### src/rtl/coin_pulse_conditioner.sv
// Coin sensor front end: synchronizes and debounces the 1-yuan and 0.5-yuan lines, then
// serializes accepted coins into mutually exclusive single-cycle piOne/piHalf pulses.
//
// state      | meaning
// -----------+----------------------------------------------
// ST_IDLE    | no pulse; picks next pending coin, 1-yuan first
// ST_EMIT_1  | piOne high, one_cnt advances
// ST_EMIT_H  | piHalf high, half_cnt advances
// ST_GAP     | spacer cycle so pulses start at least 3 apart
module coin_pulse_conditioner #(
    parameter int DEB_CYCLES = 4,
    parameter int CNT_W      = 8
) (
    input  logic             sys_clk,
    input  logic             sysRstN,
    input  logic             coin_one_raw,
    input  logic             coin_half_raw,
    output logic             piOne,
    output logic             piHalf,
    output logic             coin_err,
    output logic [CNT_W-1:0] one_cnt,
    output logic [CNT_W-1:0] half_cnt
);

    localparam logic [1:0] ST_IDLE   = 2'd0;
    localparam logic [1:0] ST_EMIT_1 = 2'd1;
    localparam logic [1:0] ST_EMIT_H = 2'd2;
    localparam logic [1:0] ST_GAP    = 2'd3;

    localparam logic [3:0] DEB_TC = 4'(DEB_CYCLES - 1);

    // channel 0 = 1-yuan, channel 1 = 0.5-yuan
    logic [1:0]      s1;
    logic [1:0]      s2;
    logic [1:0]      deb;
    logic [1:0][3:0] dcnt;
    logic [1:0]      flip;
    logic [1:0]      deb_rise;

    logic       pend_one;
    logic       pend_half;
    logic       clr_one;
    logic       clr_half;
    logic       ovf_one;
    logic       ovf_half;
    logic [1:0] state;
    logic [1:0] state_nxt;

    always_ff @(posedge sys_clk or negedge sysRstN) begin
        if (!sysRstN) begin
            s1 <= '0;
            s2 <= '0;
        end else begin
            s1 <= {coin_half_raw, coin_one_raw};
            s2 <= s1;
        end
    end

    always_comb begin
        flip     = '0;
        deb_rise = '0;
        for (int i = 0; i < 2; i++) begin
            flip[i]     = (s2[i] != deb[i]) && (dcnt[i] == DEB_TC);
            deb_rise[i] = flip[i] && s2[i];
        end
    end

    // Any agreeing sample restarts the run, so bounces never accumulate toward a flip.
    always_ff @(posedge sys_clk or negedge sysRstN) begin
        if (!sysRstN) begin
            deb  <= '0;
            dcnt <= '0;
        end else begin
            for (int i = 0; i < 2; i++) begin
                if (s2[i] == deb[i]) begin
                    dcnt[i] <= 4'd0;
                end else if (flip[i]) begin
                    deb[i]  <= s2[i];
                    dcnt[i] <= 4'd0;
                end else begin
                    dcnt[i] <= dcnt[i] + 4'd1;
                end
            end
        end
    end

    assign clr_one  = (state == ST_IDLE) && pend_one;
    assign clr_half = (state == ST_IDLE) && !pend_one && pend_half;
    assign ovf_one  = deb_rise[0] && pend_one  && !clr_one;
    assign ovf_half = deb_rise[1] && pend_half && !clr_half;

    always_comb begin
        state_nxt = state;
        case (state)
            ST_IDLE: begin
                if (pend_one)       state_nxt = ST_EMIT_1;
                else if (pend_half) state_nxt = ST_EMIT_H;
                else                state_nxt = ST_IDLE;
            end
            ST_EMIT_1: state_nxt = ST_GAP;
            ST_EMIT_H: state_nxt = ST_GAP;
            default:   state_nxt = ST_IDLE;
        endcase
    end

    // A new coin landing on the same edge as the clear must survive, so set beats clear.
    always_ff @(posedge sys_clk or negedge sysRstN) begin
        if (!sysRstN) begin
            state     <= ST_IDLE;
            pend_one  <= 1'b0;
            pend_half <= 1'b0;
            coin_err  <= 1'b0;
            one_cnt   <= '0;
            half_cnt  <= '0;
        end else begin
            state <= state_nxt;
            if (deb_rise[0])  pend_one <= 1'b1;
            else if (clr_one) pend_one <= 1'b0;
            if (deb_rise[1])   pend_half <= 1'b1;
            else if (clr_half) pend_half <= 1'b0;
            coin_err <= ovf_one || ovf_half;
            if (state == ST_EMIT_1) one_cnt  <= one_cnt + 1'b1;
            if (state == ST_EMIT_H) half_cnt <= half_cnt + 1'b1;
        end
    end

    assign piOne  = (state == ST_EMIT_1);
    assign piHalf = (state == ST_EMIT_H);

endmodule

### config.mk
export PLATFORM = sky130hd
export DESIGN_NAME = coin_pulse_conditioner
export DESIGN_NICKNAME = d
export VERILOG_FILES = /design/src/rtl/coin_pulse_conditioner.sv
export SDC_FILE = /design/constraint.sdc
export NUM_CORES = 1
export LEC_CHECK = 0
export CAP_MARGIN = 10
export CORE_UTILIZATION = 45
export CTS_BUF_LIST = sky130_fd_sc_hd__clkbuf_4 sky130_fd_sc_hd__clkbuf_8 sky130_fd_sc_hd__clkbuf_16
export CTS_CLUSTER_SIZE = 14
export DETAILED_ROUTE_END_ITERATION = 10
export GPL_TIMING_DRIVEN = 1
export PLACE_DENSITY_LB_ADDON = 0.15
export SLEW_MARGIN = 20
export SYNTH_ARGS = -nofsm -noshare
export SYNTH_HDL_FRONTEND = slang
export SYNTH_SLANG_ARGS = --single-unit
### constraint.sdc
create_clock -name sys_clk -period 2.1 [get_ports sys_clk]
set_input_delay 0.315 -clock sys_clk [delete_from_list [all_inputs] [get_ports sys_clk]]
set_output_delay 0.315 -clock sys_clk [all_outputs]
set_load 0.01 [all_outputs]
==> results.json, run 1 <==
{
  "ys_types": 23,
  "finalCriticalPeriod_ns": 1.97,
  "required_ns": 1.78,
  "drcViolationCount": 0,
  "yosys.area_share.simple_pct": 15.6,
  "drv_slew": 0,
  "r2r_slack_ns": 0.71,
  "clk_latency_ns": 0.33,
  "start_util_pct": 47.8,
  "totalWireLength_mm": 2.21,
  "rr_endpoint": "half_cnt[7]",
  "cellPowerDensity_nw_per_um2": 1280,
  "syn_inst": 115,
  "synth_area_sq_um": 1470,
  "synth_top_area_share_pct": 59.6,
  "synth_flop_cell": "dfrtp_1",
  "grt_pass1_vias": 945,
  "die_w_microns": 59.2,
  "critPathLaunchType": "flop",
  "reg2reg_depth": 5,
  "antenna_found_initial": 0,
  "numCtsBuffers": 5,
  "synth.avg_cell_area_sq_um": 12.8,
  "pin_count": 23,
  "io_buffers": 22,
  "worst_path_max_delay_cell": "clkdlybuf4s50_1",
  "grt_pass1_wl_mm": 3.88,
  "fin_cells": 190,
  "ys_seq_elements": 35,
  "fin_skew_ns": 0.00939,
  "synth_area_leaders": "dfrtp_1, ha_1, xnor2_1",
  "final.fill_count": 263,
  "p_leak_nw": 0.839,
  "grt_max_degree": 36,
  "core_sq_um": 3080,
  "synth.area.mux_share_pct": 3.06,
  "synth_xor_area_share_pct": 10.7,
  "fin_util_pct": 59.9,
  "gr-total-overflow": 0,
  "cp_top_family": "buffers and inverters",
  "gp_congestion": 0.710,
  "slowest_delay_ns": 0.55,
  "yosys.area.top_type": "dfrtp_1",
  "viasPerCell": 4.87,
  "dieArea_sq_um": 3500,
  "relSlewSlack_pct": 71.7,
  "reg2reg_from": "state[0]",
  "rsz0062_at_grt": "false",
  "worstHoldStart": "s1[0]",
  "final_nets": 157,
  "cts_buffer_depth": 2,
  "path_class": "flop to output pin",
  "dr.pass1.iters": 4,
  "cts_sinks": 35,
  "synthesis.nets": 127,
  "ir_drop_mv": 0.651,
  "async_flop_share_pct": 100,
  "yosys_warnings": 0,
  "whs_ns": 0.364,
  "synth_top_family_by_area": "simple AND/OR/NAND/NOR gates",
  "drt_iter0_drc": 36,
  "tightestPinTransition_ns": 0.424,
  "tns_ns": 0,
  "critical_path_arrival_ns": 1.65,
  "wl_per_cell_microns": 11.6,
  "synth_compound_area_share_pct": 3.23,
  "setup_violations": 0,
  "post_cts_buffers": 0,
  "seq_area_frac_synth_pct": 59.6,
  "fin_crit_sh_pct": 93.6,
  "cts-root-buf": "clkbuf_4",
  "dp.cells": 182,
  "min_path_type": "flop to flop",
  "min_to": "s2[0]",
  "track_usage_pct": 15.4,
  "vias": 925,
  "cts_tree": "built",
  "antennaDiodeCount": 0,
  "cts_max_level": 2,
  "timing.fmax_mhz": 509,
  "fp.dieH_microns": 59.2,
  "synthTopCellsByCount": "dfrtp_1, nand2_1, xnor2_1, xor2_1, ha_1",
  "yosysMostFrequentCell": "dfrtp_1",
  "synth_enable_flop_cells": 0,
  "clk_pin_slew_worst_paths_ns": 0.11,
  "worstPathCellList": "inv_1 > ha_2 > clkdlybuf4s50_1",
  "crit_buf_inv": 2,
  "status": "finished clean",
  "holdBufCountCts": 0,
  "synthAdderAreaFrac_pct": 6.81,
  "syn2layout_area_growth_pct": 25.4,
  "hpwl_mm": 1.62,
  "crit_fanout": 6,
  "hold_viol_final": 0,
  "endpoint_kind": "output pin",
  "hold_depth": 0,
  "std_cell_rows": 20,
  "drive_gt1_share_pct": 14.4,
  "maxCapViolCount": 0,
  "route.antenna.remaining_nets": 0
}
## metrics by stage
step                cell area [sq um]  worst slack [ns]  total power, mW
detailed placement               1750             0.412             1.89
CTS                              1840            0.0304             2.40
finish                           1840             0.135             2.36
global placement                 1750             0.445             1.85
floorplan                        1470             0.731             1.52
global route                     1840            0.0422             2.54
## flip-flops by register name, summed over array words and instances (netlist names)
signal	flops
pend_one	1
one_cnt	8
s2	2
half_cnt	8
state	2
pend_half	1
deb	2
dcnt	8
coin_err	1
s1	2
## power by group
part	switching, mW	total (mW)	internal [mW]
combinational	0.354	0.806	0.452
sequential	0.197	1.06	0.865
clock	0.214	0.495	0.281
total	0.765	2.36	1.60
## placed cells by master, fill, tap and decap left out, drive strengths merged, types with 2 or more instances in the layout
master,Yosys,final
a21oi,3,3
clkbuf,0,6
clkdlybuf4s50,0,22
dfrtp,35,35
ha,8,8
inv,4,4
mux2,4,4
nand2,9,9
nand2b,2,2
nand3,2,2
nand3b,3,3
nand4,5,5
nor2,7,7
nor2b,3,3
nor3,4,4
nor3b,2,2
o21ai,2,2
xnor2,9,9
xor2,9,9
## worst max-delay path by stage
| stage | slack [ns] | startpoint | cells past startpoint | to |
|---|---|---|---|---|
| 2_1_floorplan | 0.73 | state[1] | 5 | one_cnt[7] |
| 3_3_place_gp | 0.45 | state[1] | 3 | piOne |
| 3_5_place_dp | 0.41 | state[1] | 3 | piOne |
| 4_1_cts | 0.03 | state[0] | 3 | piHalf |
| 5_1_grt | 0.04 | state[0] | 3 | piHalf |
| 6_report | 0.13 | state[0] | 3 | piHalf |
## logic make-up after synthesis
group | Yosys count
AND/OR/NAND/NOR | 38
flip-flops | 35
XOR/XNOR | 18
AO/OA/AOI/OAI | 8
adder cells (fa/ha/maj) | 8
buffers and inverters | 4
multiplexers | 4
## area by class of cell
type | count | area, sq um | area share, %
Tap cell | 44 | 55.1 | 2.99
Timing Repair Buffer | 23 | 228 | 12.3
Multi-Input combinational cell | 76 | 584 | 31.7
Clock buffer | 6 | 51.3 | 2.78
Sequential cell | 35 | 876 | 47.5
Inverter | 4 | 15.0 | 0.814
Clock inverter | 2 | 35.0 | 1.90
## metal layers
layer / track usage, % / routed length (microns)
met4: 9.18 / 38
met2: 26.6 / 1100
met5: 0 / 0
met3: 4.59 / 89
met1: 16.5 / 985
## timing repair
action	4_1_cts	5_1_grt
setup endpoints to repair	0	2
resized for setup	0	2
endpoints found under the hold margin	0	0
No activity file was read; power rests on OpenSTA's default activity.
==> run 2, diff against run 1 <==
--- a/config.mk
+++ b/config.mk
@@ -5,12 +5,14 @@
 export SDC_FILE = /design/constraint.sdc
 export NUM_CORES = 1
 export LEC_CHECK = 0
+export ABC_AREA = 1
 export CAP_MARGIN = 10
 export CORE_UTILIZATION = 45
 export CTS_BUF_LIST = sky130_fd_sc_hd__clkbuf_4 sky130_fd_sc_hd__clkbuf_8 sky130_fd_sc_hd__clkbuf_16
 export CTS_CLUSTER_SIZE = 14
 export DETAILED_ROUTE_END_ITERATION = 10
 export GPL_TIMING_DRIVEN = 1
+export MAX_ROUTING_LAYER = met4
 export PLACE_DENSITY_LB_ADDON = 0.15
 export SLEW_MARGIN = 20
 export SYNTH_ARGS = -nofsm -noshare
==> results.json, run 2 <==
{
  "p_leak_nw": 0.956,
  "drv_slew": 0,
  "cp_top_family": "buffers and inverters",
  "post_cts_buffers": 0,
  "endpoint_kind": "output pin",
  "wl_per_cell_microns": 9.87,
  "vias": 1125,
  "critical_path_arrival_ns": 1.67,
  "hold_viol_final": 0,
  "std_cell_rows": 21,
  "setup_ws_ns": 0.119,
  "required_ns": 1.78,
  "whs_ns": 0.360,
  "rsz0062_at_grt": "false",
  "viasPerCell": 4.65,
  "numCtsBuffers": 5,
  "synthesis.nets": 178,
  "antennaDiodeCount": 0,
  "cts_tree": "built",
  "syn2layout_area_growth_pct": 21.8,
  "pre_cts_ws_ns": 0.401,
  "async_flop_share_pct": 100,
  "final.fill_count": 305,
  "critPathLaunchType": "flop",
  "worst_path_max_delay_cell": "clkdlybuf4s50_1",
  "start_util_pct": 47.2,
  "drcViolationCount": 0,
  "hpwl_mm": 1.78,
  "reg_top3": "dcnt (8), half_cnt (8), one_cnt (8)",
  "status": "finished clean",
  "tns_ns": 0,
  "fin_skew_ns": 0.00524,
  "tightestPinTransition_ns": 0.429,
  "drt_iter0_drc": 62,
  "syn_inst": 166,
  "io_buffers": 22,
  "synthTopCellsByCount": "nand2_1, dfrtp_1, inv_1, nor2_1, nand3_1",
  "crit_buf_inv": 2,
  "cts_max_level": 2,
  "clk_pin_slew_worst_paths_ns": 0.10,
  "yosys.area.top_type": "dfrtp_1",
  "cts_resized": 0,
  "die_w_microns": 61.2,
  "grt_pass1_vias": 1026,
  "clk_latency_ns": 0.33,
  "synth_area_sq_um": 1580,
  "ys_seq_elements": 35,
  "cts-root-buf": "clkbuf_4",
  "crit_fanout": 5,
  "gp_congestion": 0.748,
  "power_mw": 2.27,
  "fp.dieH_microns": 61.2,
  "final_nets": 208,
  "worstPathCellList": "inv_1 > ha_1 > clkdlybuf4s50_1",
  "yosys_warnings": 0,
  "track_usage_pct": 16.0,
  "min_path_type": "flop to flop",
  "grt_pass1_wl_mm": 4.09,
  "finalCriticalPeriod_ns": 1.98,
  "synth_enable_flop_cells": 0,
  "grt_max_degree": 36,
  "maxCapViolCount": 0,
  "holdBufCountCts": 0,
  "cts_sinks": 35,
  "yosysMostFrequentCell": "nand2_1",
  "synth.avg_cell_area_sq_um": 9.50,
  "pin_count": 23,
  "totalWireLength_mm": 2.39,
  "slowest_delay_ns": 0.58,
  "multi_input_area_sq_um": 613,
  "ys_types": 21,
  "setup_violations": 0,
  "core_sq_um": 3340,
  "drive_gt1_share_pct": 8.16,
  "final_cell_mix": "nand2_1, dfrtp_1, inv_1",
  "path_class": "flop to output pin",
  "fin_crit_sh_pct": 94.4,
  "seq_area_frac_synth_pct": 55.6,
  "dieArea_sq_um": 3740,
  "layout_commonest_cell": "nand2_1",
  "timing.fmax_mhz": 505,
  "dr.pass1.iters": 3,
  "cellPowerDensity_nw_per_um2": 1180,
  "relSlewSlack_pct": 71.4,
  "antenna_found_initial": 0,
  "synth_flop_cell": "dfrtp_1",
  "synth_area_leaders": "dfrtp_1, nand2_1, ha_1",
  "route.antenna.remaining_nets": 0,
  "gr-total-overflow": 0,
  "synth_top_area_share_pct": 55.6,
  "cts_buffer_depth": 2,
  "ir_drop_mv": 0.644,
  "seq_area_sq_um": 876
}
run 2: cell count changes in the layout (fill, tap and decap cells not counted), moves of 3 or more:
cell,delta
nor2b_1,-3
nand3_1,+9
inv_1,+20
mux2_2,-3
nand4_1,-3
nand2_1,+31
nor2_1,+9
xnor2_1,-7
run 2: cell families after synthesis:
group                      Yosys count  synth area share (%)
AOI/OAI and AO/OA                    9                  3.17
DFF                                 35                  55.6
buffers and inverters               24                  5.71
and+or+nand+nor                     77                  21.8
xor gates and xnor gates            12                  6.67
adders and majority gates            8                  6.35
muxes                                1                 0.714
run 2: area by class of cell:
type                            count  share of cell area, %
Clock buffer                        6                   2.67
Clock inverter                      1                  0.261
Inverter                           24                   4.69
Multi-Input combinational cell    107                   31.9
Sequential cell                    35                   45.6
Tap cell                           46                   3.00
Timing Repair Buffer               23                   11.9
run 2: path summary, 6_finish.rpt:
path                       startpoint     endpoint  slack (ns)  cells past startpoint
min                             s1[0]        s2[0]        0.36                      0
min reg2reg                     s1[0]        s2[0]        0.36                      0
max reg2reg                  state[1]   one_cnt[5]        0.78                      7
max in group asynchronous     sysRstN  half_cnt[7]        1.41                      2
min in group asynchronous     sysRstN   one_cnt[3]        0.38                      2
max                          state[1]        piOne        0.12                      3
run 2: metrics by stage:
stage | area, sq um | std cells | util, %
after floorplan | 1580 | 166 | -
after global placement | 1860 | 235 | 55.8
after CTS | 1920 | 242 | 57.5
after detailed placement | 1860 | 235 | 55.8
final | 1920 | 242 | 57.6
after global routing | 1920 | 242 | 57.6
run 2: layer usage:
| layer | vias to the layer above | GRT usage (%) | part of all wire [%] |
|---|---|---|---|
| li1 | 567 | - | - |
| met1 | 536 | 17.4 | 45 |
| met2 | 16 | 25.5 | 49 |
| met3 | 6 | 6.51 | 4.7 |
| met4 | 0 | 7.47 | 1.9 |
| met5 | - | - | 0 |
run 2: power by group:
part	total [mW]	leakage, nW	internal (mW)	switching (mW)
combinational	0.850	0.471	0.429	0.421
clock	0.365	0.0341	0.155	0.210
sequential	1.05	0.452	0.869	0.182
total	2.27	0.956	1.45	0.813
